<file path="config.mk">
export PLATFORM = sky130hd
export DESIGN_NAME = multicycle_control_flat
export DESIGN_NICKNAME = d
export VERILOG_FILES = /design/src/rtl/mips_pkg.sv /design/src/rtl/multicycle_control_if.sv /design/src/rtl/mc_wait_timer.sv /design/src/rtl/multicycle_control.sv /design/src/flat_wrapper.sv
export SDC_FILE = /design/constraint.sdc
export NUM_CORES = 1
export LEC_CHECK = 0
export BUFFER_PORTS_ARGS = -buffer_cell sky130_fd_sc_hd__buf_2
export CORE_MARGIN = 2
export CORE_UTILIZATION = 35
export CTS_BUF_LIST = sky130_fd_sc_hd__clkbuf_4 sky130_fd_sc_hd__clkbuf_8
export DETAILED_ROUTE_END_ITERATION = 6
export PLACE_DENSITY_LB_ADDON = 0.25
export SETUP_SLACK_MARGIN = 0.5
export SLEW_MARGIN = 20
export SYNTH_ARGS = -nofsm -noshare
export SYNTH_HDL_FRONTEND = slang
export SYNTH_SLANG_ARGS = --single-unit
</file>
<file path="constraint.sdc">
create_clock -name clk -period 2.15 [get_ports clk]
set_clock_uncertainty 0.2 [all_clocks]
set_input_delay 0.1075 -clock clk [delete_from_list [all_inputs] [get_ports clk]]
set_output_delay 0.1075 -clock clk [all_outputs]
set_load 0.02 [all_outputs]
</file>
<file path="src/rtl/mips_pkg.sv">
// rtl/mips_pkg.sv - opcode, ALU/mux encodings, state encoding and per-state control words.
// JEX state and the jump opcode are only present when MC_JUMP_EN is defined.
package mips_pkg;

  localparam logic [5:0] OP_RTYPE = 6'h00;
  localparam logic [5:0] OP_LW    = 6'h23;
  localparam logic [5:0] OP_SW    = 6'h2B;
  localparam logic [5:0] OP_BEQ   = 6'h04;
  localparam logic [5:0] OP_ADDI  = 6'h08;
  localparam logic [5:0] OP_J     = 6'h02;

  localparam logic [1:0] ALUOP_ADD   = 2'b00;
  localparam logic [1:0] ALUOP_SUB   = 2'b01;
  localparam logic [1:0] ALUOP_FUNCT = 2'b10;

  localparam logic [1:0] SRCB_REG     = 2'b00;
  localparam logic [1:0] SRCB_FOUR    = 2'b01;
  localparam logic [1:0] SRCB_IMM     = 2'b10;
  localparam logic [1:0] SRCB_IMM_SH2 = 2'b11;

  localparam logic [1:0] PCSRC_ALU    = 2'b00;
  localparam logic [1:0] PCSRC_ALUOUT = 2'b01;
  localparam logic [1:0] PCSRC_JUMP   = 2'b10;

  typedef enum logic [3:0] {
    S_FETCH   = 4'd0,
    S_DECODE  = 4'd1,
    S_MEMADR  = 4'd2,
    S_MEMRD   = 4'd3,
    S_MEMWB   = 4'd4,
    S_MEMWR   = 4'd5,
    S_RTYPEEX = 4'd6,
    S_RTYPEWB = 4'd7,
    S_BEQEX   = 4'd8,
    S_ADDIEX  = 4'd9,
    S_ADDIWB  = 4'd10
`ifdef MC_JUMP_EN
    , S_JEX   = 4'd11
`endif
  } state_t;

  typedef struct packed {
    logic       pc_write;
    logic       pc_write_cond;
    logic [1:0] pc_src;
    logic       i_or_d;
    logic       mem_read;
    logic       mem_write;
    logic       ir_write;
    logic       reg_write;
    logic       reg_dst;
    logic       mem_to_reg;
    logic       alu_src_a;
    logic [1:0] alu_src_b;
    logic [1:0] alu_op;
  } ctrl_t;

  function automatic logic op_legal(logic [5:0] op);
    logic ok;
    ok = (op == OP_LW) || (op == OP_SW) || (op == OP_RTYPE) ||
         (op == OP_BEQ) || (op == OP_ADDI);
`ifdef MC_JUMP_EN
    ok = ok || (op == OP_J);
`endif
    return ok;
  endfunction

  // FETCH carries ir_write/pc_write set; the top gates them with mem_ready.
  function automatic ctrl_t ctrl_for(state_t s);
    ctrl_t c;
    c = '0;
    case (s)
      S_FETCH: begin
        c.mem_read  = 1'b1;
        c.ir_write  = 1'b1;
        c.pc_write  = 1'b1;
        c.alu_src_b = SRCB_FOUR;
        c.alu_op    = ALUOP_ADD;
      end
      S_DECODE: begin
        c.alu_src_b = SRCB_IMM_SH2;
        c.alu_op    = ALUOP_ADD;
      end
      S_MEMADR, S_ADDIEX: begin
        c.alu_src_a = 1'b1;
        c.alu_src_b = SRCB_IMM;
        c.alu_op    = ALUOP_ADD;
      end
      S_MEMRD: begin
        c.mem_read = 1'b1;
        c.i_or_d   = 1'b1;
      end
      S_MEMWB: begin
        c.reg_write  = 1'b1;
        c.mem_to_reg = 1'b1;
      end
      S_MEMWR: begin
        c.mem_write = 1'b1;
        c.i_or_d    = 1'b1;
      end
      S_RTYPEEX: begin
        c.alu_src_a = 1'b1;
        c.alu_src_b = SRCB_REG;
        c.alu_op    = ALUOP_FUNCT;
      end
      S_RTYPEWB: begin
        c.reg_write = 1'b1;
        c.reg_dst   = 1'b1;
      end
      S_BEQEX: begin
        c.alu_src_a     = 1'b1;
        c.alu_src_b     = SRCB_REG;
        c.alu_op        = ALUOP_SUB;
        c.pc_write_cond = 1'b1;
        c.pc_src        = PCSRC_ALUOUT;
      end
      S_ADDIWB: begin
        c.reg_write = 1'b1;
      end
`ifdef MC_JUMP_EN
      S_JEX: begin
        c.pc_write = 1'b1;
        c.pc_src   = PCSRC_JUMP;
      end
`endif
      default: ;
    endcase
    return c;
  endfunction

endpackage

</file>
<file path="src/rtl/multicycle_control_if.sv">
// rtl/multicycle_control_if.sv - control/datapath bus between the multi-cycle controller and datapath.
interface multicycle_control_if;
  logic [5:0] op;
  logic       zero;
  logic       mem_ready;
  logic       pc_write;
  logic       pc_write_cond;
  logic [1:0] pc_src;
  logic       i_or_d;
  logic       mem_read;
  logic       mem_write;
  logic       ir_write;
  logic       reg_write;
  logic       reg_dst;
  logic       mem_to_reg;
  logic       alu_src_a;
  logic [1:0] alu_src_b;
  logic [1:0] alu_op;
  logic       illegal_op;
  logic       mem_timeout;

  modport master (
    input  op, zero, mem_ready,
    output pc_write, pc_write_cond, pc_src, i_or_d, mem_read, mem_write,
           ir_write, reg_write, reg_dst, mem_to_reg, alu_src_a, alu_src_b,
           alu_op, illegal_op, mem_timeout
  );

  modport slave (
    output op, zero, mem_ready,
    input  pc_write, pc_write_cond, pc_src, i_or_d, mem_read, mem_write,
           ir_write, reg_write, reg_dst, mem_to_reg, alu_src_a, alu_src_b,
           alu_op, illegal_op, mem_timeout
  );
endinterface

</file>
<file path="src/rtl/mc_wait_timer.sv">
// rtl/mc_wait_timer.sv - memory wait counter; expired when count reaches WAIT_LIMIT (0 = never).
module mc_wait_timer #(
  parameter int WAIT_LIMIT = 15
) (
  input  logic clk,
  input  logic reset,
  input  logic clear,
  input  logic enable,
  output logic expired
);
  localparam int CW = (WAIT_LIMIT < 1) ? 1 : $clog2(WAIT_LIMIT + 1);

  logic [CW-1:0] count;

  always_ff @(posedge clk) begin
    if (reset || clear) begin
      count <= '0;
    end else if (enable) begin
      count <= count + 1'b1;
    end
  end

  assign expired = (WAIT_LIMIT != 0) && (count == CW'(WAIT_LIMIT));
endmodule

</file>
<file path="src/rtl/multicycle_control.sv">
// rtl/multicycle_control.sv - multi-cycle MIPS control FSM with bounded memory wait.
// Define MC_JUMP_EN to add the JEX state for op 0x02; otherwise 0x02 is illegal.
module multicycle_control
  import mips_pkg::*;
#(
  parameter int WAIT_LIMIT = 15
) (
  input  logic                 clk,
  input  logic                 reset,
  multicycle_control_if.master bus
);
  state_t state;
  state_t state_next;
  ctrl_t  ctrl_q;
  ctrl_t  ctrl_o;
  logic   waiting;
  logic   stalled;
  logic   expired;
  logic   timeout;

  assign waiting = (state == S_FETCH) || (state == S_MEMRD) || (state == S_MEMWR);
  assign stalled = waiting && !bus.mem_ready;
  assign timeout = stalled && expired;

  mc_wait_timer #(.WAIT_LIMIT(WAIT_LIMIT)) u_wait_timer (
    .clk     (clk),
    .reset   (reset),
    .clear   (!stalled || timeout),
    .enable  (stalled),
    .expired (expired)
  );

  always_comb begin
    state_next = state;
    case (state)
      S_FETCH: begin
        if (bus.mem_ready)  state_next = S_DECODE;
        else if (timeout)   state_next = S_FETCH;
      end
      S_DECODE: begin
        case (bus.op)
          OP_LW, OP_SW: state_next = S_MEMADR;
          OP_RTYPE:     state_next = S_RTYPEEX;
          OP_BEQ:       state_next = S_BEQEX;
          OP_ADDI:      state_next = S_ADDIEX;
`ifdef MC_JUMP_EN
          OP_J:         state_next = S_JEX;
`endif
          default:      state_next = S_FETCH;
        endcase
      end
      S_MEMADR:  state_next = (bus.op == OP_LW) ? S_MEMRD : S_MEMWR;
      S_MEMRD: begin
        if (bus.mem_ready)  state_next = S_MEMWB;
        else if (timeout)   state_next = S_FETCH;
      end
      S_MEMWR: begin
        if (bus.mem_ready || timeout) state_next = S_FETCH;
      end
      S_RTYPEEX: state_next = S_RTYPEWB;
      S_ADDIEX:  state_next = S_ADDIWB;
      default:   state_next = S_FETCH;
    endcase
  end

  // Control word is registered alongside the state it belongs to.
  always_ff @(posedge clk) begin
    if (reset) begin
      state  <= S_FETCH;
      ctrl_q <= ctrl_for(S_FETCH);
    end else begin
      state  <= state_next;
      ctrl_q <= ctrl_for(state_next);
    end
  end

  always_comb begin
    ctrl_o = ctrl_q;
    if (state == S_FETCH) begin
      ctrl_o.ir_write = ctrl_q.ir_write & bus.mem_ready;
      ctrl_o.pc_write = ctrl_q.pc_write & bus.mem_ready;
    end
    if (reset || timeout) ctrl_o = '0;
  end

  assign bus.pc_write      = ctrl_o.pc_write;
  assign bus.pc_write_cond = ctrl_o.pc_write_cond;
  assign bus.pc_src        = ctrl_o.pc_src;
  assign bus.i_or_d        = ctrl_o.i_or_d;
  assign bus.mem_read      = ctrl_o.mem_read;
  assign bus.mem_write     = ctrl_o.mem_write;
  assign bus.ir_write      = ctrl_o.ir_write;
  assign bus.reg_write     = ctrl_o.reg_write;
  assign bus.reg_dst       = ctrl_o.reg_dst;
  assign bus.mem_to_reg    = ctrl_o.mem_to_reg;
  assign bus.alu_src_a     = ctrl_o.alu_src_a;
  assign bus.alu_src_b     = ctrl_o.alu_src_b;
  assign bus.alu_op        = ctrl_o.alu_op;
  assign bus.illegal_op    = !reset && (state == S_DECODE) && !op_legal(bus.op);
  assign bus.mem_timeout   = !reset && timeout;
endmodule

</file>
<file path="src/flat_wrapper.sv">
// flat-port wrapper written by rule: the top's interface ports become plain ports
module multicycle_control_flat import mips_pkg::*;
#(
  parameter int WAIT_LIMIT = 15
)
  (clk, reset, bus_op, bus_zero, bus_mem_ready, bus_pc_write, bus_pc_write_cond, bus_pc_src, bus_i_or_d, bus_mem_read, bus_mem_write, bus_ir_write, bus_reg_write, bus_reg_dst, bus_mem_to_reg, bus_alu_src_a, bus_alu_src_b, bus_alu_op, bus_illegal_op, bus_mem_timeout);
  multicycle_control_if bus_i ();
  input  logic clk;
  input  logic reset;
  input wire logic [$bits(bus_i.op)-1:0] bus_op;
  input wire logic [$bits(bus_i.zero)-1:0] bus_zero;
  input wire logic [$bits(bus_i.mem_ready)-1:0] bus_mem_ready;
  output wire logic [$bits(bus_i.pc_write)-1:0] bus_pc_write;
  output wire logic [$bits(bus_i.pc_write_cond)-1:0] bus_pc_write_cond;
  output wire logic [$bits(bus_i.pc_src)-1:0] bus_pc_src;
  output wire logic [$bits(bus_i.i_or_d)-1:0] bus_i_or_d;
  output wire logic [$bits(bus_i.mem_read)-1:0] bus_mem_read;
  output wire logic [$bits(bus_i.mem_write)-1:0] bus_mem_write;
  output wire logic [$bits(bus_i.ir_write)-1:0] bus_ir_write;
  output wire logic [$bits(bus_i.reg_write)-1:0] bus_reg_write;
  output wire logic [$bits(bus_i.reg_dst)-1:0] bus_reg_dst;
  output wire logic [$bits(bus_i.mem_to_reg)-1:0] bus_mem_to_reg;
  output wire logic [$bits(bus_i.alu_src_a)-1:0] bus_alu_src_a;
  output wire logic [$bits(bus_i.alu_src_b)-1:0] bus_alu_src_b;
  output wire logic [$bits(bus_i.alu_op)-1:0] bus_alu_op;
  output wire logic [$bits(bus_i.illegal_op)-1:0] bus_illegal_op;
  output wire logic [$bits(bus_i.mem_timeout)-1:0] bus_mem_timeout;
  assign bus_i.op = bus_op;
  assign bus_i.zero = bus_zero;
  assign bus_i.mem_ready = bus_mem_ready;
  assign bus_pc_write = bus_i.pc_write;
  assign bus_pc_write_cond = bus_i.pc_write_cond;
  assign bus_pc_src = bus_i.pc_src;
  assign bus_i_or_d = bus_i.i_or_d;
  assign bus_mem_read = bus_i.mem_read;
  assign bus_mem_write = bus_i.mem_write;
  assign bus_ir_write = bus_i.ir_write;
  assign bus_reg_write = bus_i.reg_write;
  assign bus_reg_dst = bus_i.reg_dst;
  assign bus_mem_to_reg = bus_i.mem_to_reg;
  assign bus_alu_src_a = bus_i.alu_src_a;
  assign bus_alu_src_b = bus_i.alu_src_b;
  assign bus_alu_op = bus_i.alu_op;
  assign bus_illegal_op = bus_i.illegal_op;
  assign bus_mem_timeout = bus_i.mem_timeout;
  multicycle_control #(.WAIT_LIMIT(WAIT_LIMIT)) u_core (.clk(clk), .reset(reset), .bus(bus_i));
endmodule
</file>
## Yosys cells after proc, flatten, opt, wreduce, memory -nomap -nowiden

Index checks and enable logic that the tools add are counted.

| storage, ports and cells | value |
|---|---|
| output and inout bits | 18 |
| input bits | 10 |
| bits in registers | 23 |

| operators by class | value |
|---|---|
| add/subtract/negate cells | 1 |
| equal/unequal tests | 21 |
| bitwise gates (word level) | 1 |
| mux-type cells | 19 |
| reductions and logical operators | 28 |

Operators by type and width:

| operator | count |
|---|---|
| 4-bit case mux with 7 select lines | 1 |
| 4-bit by 3-bit == test with 1-bit output, second input constant | 6 |
| 4-bit == test, second input constant | 5 |
| 4-bit case mux with 5 select lines | 1 |
| 4-bit by 2-bit == test with 1-bit output, second input constant | 4 |
| 16-bit 2-to-1 mux | 1 |
| 4-bit 2-to-1 mux | 4 |
| 4-bit case mux with 4 select lines | 1 |
| 6-bit == test, second input constant | 2 |
| 1-bit logical OR | 10 |
| 1-bit 2-to-1 mux | 9 |
| 4-bit by 1-bit == test with 1-bit output, second input constant | 2 |
| 4-bit zero test | 2 |
| 2-bit OR reduction | 4 |
| 6-bit by 3-bit == test with 1-bit output, second input constant | 1 |
| 6-bit by 4-bit == test with 1-bit output, second input constant | 1 |
| 6-bit zero test | 1 |
| 3-bit 2-to-1 mux | 2 |
| 1-bit logical AND | 5 |
| 4-bit by 1-bit adder with 4-bit output, second input constant | 1 |
| 1-bit zero test | 4 |
| 4-bit OR reduction | 1 |
| 3-bit OR reduction | 1 |
| 1-bit bitwise AND | 1 |

## Longest topological paths before layout

| logic depth | value |
|---|---|
| depth after elaboration | 11 |
| mapped depth | 7 |

## By module

From an unflattened synthesis, not the netlist that was laid out.

| second synthesis, totals | value |
|---|---|
| cells, all modules | 138 |
| area, all modules | 1163.6 um^2 |

By module, submodules not included:

| module | sequential area each (um^2) | cells an instance | times used | area each (um^2) |
|---|---|---|---|---|
| multicycle_control | 340.3 | 120 | 1 | 969.7 |
| mc_wait_timer | 80.1 | 18 | 1 | 193.9 |

## Least setup slack after synthesis

No wires, ideal clock.

| path | value |
|---|---|
| kind | reg-to-reg |
| start point | register u_core.u_wait_timer.count[0] |
| end point | register u_core.ctrl_q[7] (netlist bit) |
| library setup time | 0.117 ns |
| arrival | 1.663 ns |
| buffers on the path | 0 |
| cell stages (with the launch flop) | 8 |
| path slack | 0.170 ns |
| cell sequence | dfxtp_1 ha_1 nand3_2 a32o_1 a211oi_2 or2_4 inv_2 a32o_1 |

| on the way | value |
|---|---|
| longest elaborated chain between the ends | 8 |
| elaborated cells between the ends (all ways) | 13 |
| those cells by class | eq/ne (4); mux (6); reduce/logical (3) |

RTL lines:

| item | line | source |
|---|---|---|
| start, declared | mc_wait_timer.sv:13 | `logic [CW-1:0] count;` |
| start signal, assigned | mc_wait_timer.sv:19 | `count <= count + 1'b1;` |
| 4-bit == test * | mc_wait_timer.sv:23 | `assign expired = (WAIT_LIMIT != 0) && (count == CW'(WAIT_LIMIT));` |
| 1-bit logical AND * | multicycle_control.sv:23 | `assign timeout = stalled && expired;` |
| 4-bit 2-to-1 mux or 1-bit logical OR (tied branches) | multicycle_control.sv:38, multicycle_control.sv:55, multicycle_control.sv:58 |  |
| 4-bit 2-to-1 mux, on equally long branches | multicycle_control.sv:54, multicycle_control.sv:37, multicycle_control.sv:58 |  |
| 4-bit case mux with 7 select lines * | multicycle_control.sv:35 | `case (state)` |
| 4-bit by 3-bit == test with 1-bit output or 4-bit == test (tied branches) | mips_pkg.sv:72 | `case (s)` |
| 3-bit OR reduction (no line) * | n/a |  |
| 1-bit 2-to-1 mux * | mips_pkg.sv:72 |  |
| end signal, assigned | multicycle_control.sv:70 | `ctrl_q <= ctrl_for(S_FETCH);` |
| end signal, assigned | multicycle_control.sv:73 | `ctrl_q <= ctrl_for(state_next);` |
| end, declared | multicycle_control.sv:14 | `ctrl_t ctrl_q;` |

Every way passes the cells marked *; elsewhere a longest branch is shown, timed or not.
A chain may end at the register's enable or synchronous reset.

## Final worst setup path

| path | value |
|---|---|
| start point | register u_core.u_wait_timer.count[0] |
| end point | output bus_pc_src[0] |

| on the way | value |
|---|---|
| longest elaborated chain between the ends | 4 |

RTL lines:

| item | line | source |
|---|---|---|
| 4-bit == test | mc_wait_timer.sv:23 |  |
| 1-bit logical AND | multicycle_control.sv:23 |  |
| 1-bit logical OR | multicycle_control.sv:83 | `if (reset \|\| timeout) ctrl_o = '0;` |
| 16-bit 2-to-1 mux | multicycle_control.sv:83 |  |
| end, declared | flat_wrapper.sv:15 | `output wire logic [$bits(bus_i.pc_src)-1:0] bus_pc_src;` |

No other way between the ends.

==> flow_summary.ini <==
[synthesis]
ys_dominant_reg_cell = dfxtp_1
synth-seq-cells = 21
synthDistinctLibCells = 54
syn_inst = 137
synth_edf_count = 0
yosys_warnings = 0
synth_nets = 148
seq_area_frac_synth = 0.360
syn_area_per_cell_um2 = 8.52
synth_area_um2 = 1170
async_flop_share = 0

[die]
placeableCoreArea_um2 = 3100
dieArea_um2 = 3810
ios = 28
die_w_um = 61.8
start_util = 0.376
die_h_um = 61.8
fp-row-count = 20

[worst_setup_path]
path_delay_family = simple AND/OR/NAND/NOR gates
reg2regPathDepth = 7
worst_setup_path_end_kind = primary output
critPathLaunchType = register
path_cells = ha_4 -> nand3_4 -> nor4_4 -> nor2_2 -> buf_6 -> and2_4 -> buf_6
cp_common_cell = buf_6
worstReg2RegEnd = u_core.ctrl_q[7]$_SDFF_PP0_
cpPeakStageDelay_ns = 0.38
crit_cells = 7
r2r_start = u_core.u_wait_timer.count[0]$_SDFFE_PP0P_
worstSetupPathType = register to primary output
critPathCapture = bus_pc_src[0]
cp_max_fo = 6
reg2reg_slack_ns = 0.11
worst_path_max_delay_cell = dfxtp_4
worstSetupStartpoint = u_core.u_wait_timer.count[0]$_SDFFE_PP0P_
crit_buf_inv = 2
cp.arrival_ns = 1.74
crit_required_ns = 1.84

[timing]
tightest_slew_ns = 0.498
max-slew-margin-rel = 0.667
period_needed_ns = 2.05
holdWs_ns = 0.0139
setup_viol_count_final = 0
finalSetupTns_ns = 0
rsz0062_at_grt = yes
finalCritPeriodShare = 0.954
hold_violations = 0
slew_viol_final = 0
max_freq_mhz = 487

[clock_network]
ctsHoldBuffers = 2
clk_root_buffer_cell = clkbuf_4
worstSkewPairLatency_ns = 0.31
htree_levels = 1
clock-sinks = 21
cts_buffers = 3
cts_tree = done
clock_path_buffers = 2
clk_pin_slew_ns = 0.11

[outcome]
status = finished, final reports clean

[grt]
grt_pass1_vias = 1118
overflow = 0
track_usage = 0.181
antenna_found_initial = 0
grt_first_pass_wirelength_um = 4990
grt_max_degree = 13

[cells_and_area]
drive_gt1_frac = 0.659
mostFrequentLayoutCells = buf_6, dfxtp_1, and2_4
fill_cells = 253
final_common_cell = buf_6
nets = 194
areaGrowthSynthToFinish_pct = 69.3
antenna_cells = 0

[drt]
antenna_left = 0
dr.pass1.iters = 4
drc = 0
wl_per_cell_um = 15.7
drt_iter0_drc = 36
num_vias = 1217
wirelength_um = 3540
viasPerCell = 5.38

[min_path]
hold_class = input port to register
holdPathStages = 3

[power]
finalPower_w = 0.000765
ir_drop_mv = 0.189
p_leak_nw = 0.801
p_per_area_nw_per_um2 = 387

[placement]
place_congestion = 0.836
portBuffers = 25
dp_hpwl_um = 1900

[flow_run]
drv_cap = 0
## logic make-up (layout without fill, tap and decap cells)
| family | Yosys count | count (layout) | synth area share |
|---|---|---|---|
| muxes | 1 | 1 | 0.00857 |
| other | 1 | 1 | 0.00321 |
| DFF | 21 | 21 | 0.360 |
| adders and majority gates | 1 | 1 | 0.0107 |
| buffers and inverters | 11 | 56 | 0.0568 |
| and+or+nand+nor | 71 | 71 | 0.361 |
| xor gates and xnor gates | 4 | 4 | 0.0300 |
| AOI/OAI and AO/OA | 27 | 27 | 0.169 |
## synth_stat cells (2+ instances only)
cell | instances | area [um2]
and2_1 | 12 | 75.1
o21a_1 | 2 | 15.0
nand2_1 | 6 | 22.5
and3_1 | 3 | 18.8
o31ai_1 | 3 | 22.5
xnor2_1 | 3 | 26.3
nor2b_1 | 3 | 18.8
nor2_1 | 18 | 67.6
buf_2 | 2 | 10.0
inv_1 | 2 | 7.51
nand3_1 | 2 | 10.0
o211ai_1 | 2 | 15.0
a211oi_2 | 2 | 25.0
dfxtp_1 | 21 | 420
o21ai_1 | 3 | 15.0
nor4_1 | 3 | 18.8
a21oi_1 | 5 | 25.0
buf_4 | 3 | 22.5
or3_1 | 2 | 12.5
nor3_1 | 5 | 25.0
a32o_1 | 2 | 20.0
## layout make-up
type	count	area [um2]	area share
multi-input cells	105	982	0.497
repair buffers	49	460	0.233
flip-flops and latches	21	440	0.223
well taps	44	55.1	0.0278
clock buffers	3	22.5	0.0114
inverters	3	11.3	0.00570
clock inverters	1	5.00	0.00253
## sequential cells by signal (all words and copies together), names as in the netlist
signal                     count
u_core.ctrl_q                 13
u_core.state                   4
u_core.u_wait_timer.count      4
## power by group
group          leakage (nW)  switching (W)  internal [W]
sequential            0.175     0.00000772      0.000393
combinational         0.609      0.0000879     0.0000847
clock                0.0177       0.000121     0.0000696
total                 0.801       0.000217      0.000548
## what timing repair did
item / in CTS / in global routing
pin swaps: 22 / 21
buffers inserted: 8 / 11
hold endpoints to repair: 6 / 1
gates cloned: 1 / 0
endpoints found under the setup margin: 37 / 36
resized for setup: 65 / 51
## how the worst min path moves through the flow
| stage | start | endpoint | slack (ns) |
|---|---|---|---|
| global route | reset | u_core.u_wait_timer.count[2]$_SDFFE_PP0P_ | 0.02 |
| global placement | u_core.u_wait_timer.count[0]$_SDFFE_PP0P_ | u_core.u_wait_timer.count[0]$_SDFFE_PP0P_ | 0.23 |
| detailed placement | u_core.u_wait_timer.count[0]$_SDFFE_PP0P_ | u_core.u_wait_timer.count[0]$_SDFFE_PP0P_ | 0.24 |
| finish | reset | u_core.u_wait_timer.count[2]$_SDFFE_PP0P_ | 0.01 |
| floorplan | reset | u_core.state[2]$_SDFF_PP0_ | 0.10 |
| CTS | reset | u_core.u_wait_timer.count[2]$_SDFFE_PP0P_ | -0.02 |
## layer usage
layer / part of all wire / routed length [um] / vias up / global-route usage
met5: 0 / 0 / - / 0
met4: 0.035 / 123 / 0 / 0.106
met3: 0.041 / 145 / 15 / 0.0373
met2: 0.53 / 1870 / 53 / 0.314
met1: 0.40 / 1410 / 574 / 0.205
li1: - / - / 575 / -
## worst reg2reg max path, stage by stage (launching register included)
cell	delay [ns]
dfxtp_4	0.38
ha_4	0.16
nand3_4	0.11
a32o_2	0.32
a211oi_4	0.34
or2_4	0.20
inv_2	0.04
a32o_1	0.20
## stage by stage
stage	std cells	util	setup slack, ns	instance area (um2)
floorplan	137	-	0.299	1190
global placement	200	0.430	0.0952	1330
detailed placement	200	0.430	0.0606	1330
CTS	215	0.538	0.0434	1670
global route	226	0.637	0.0118	1980
finish	226	0.637	0.0987	1980
(Power assumes the default switching activity.)
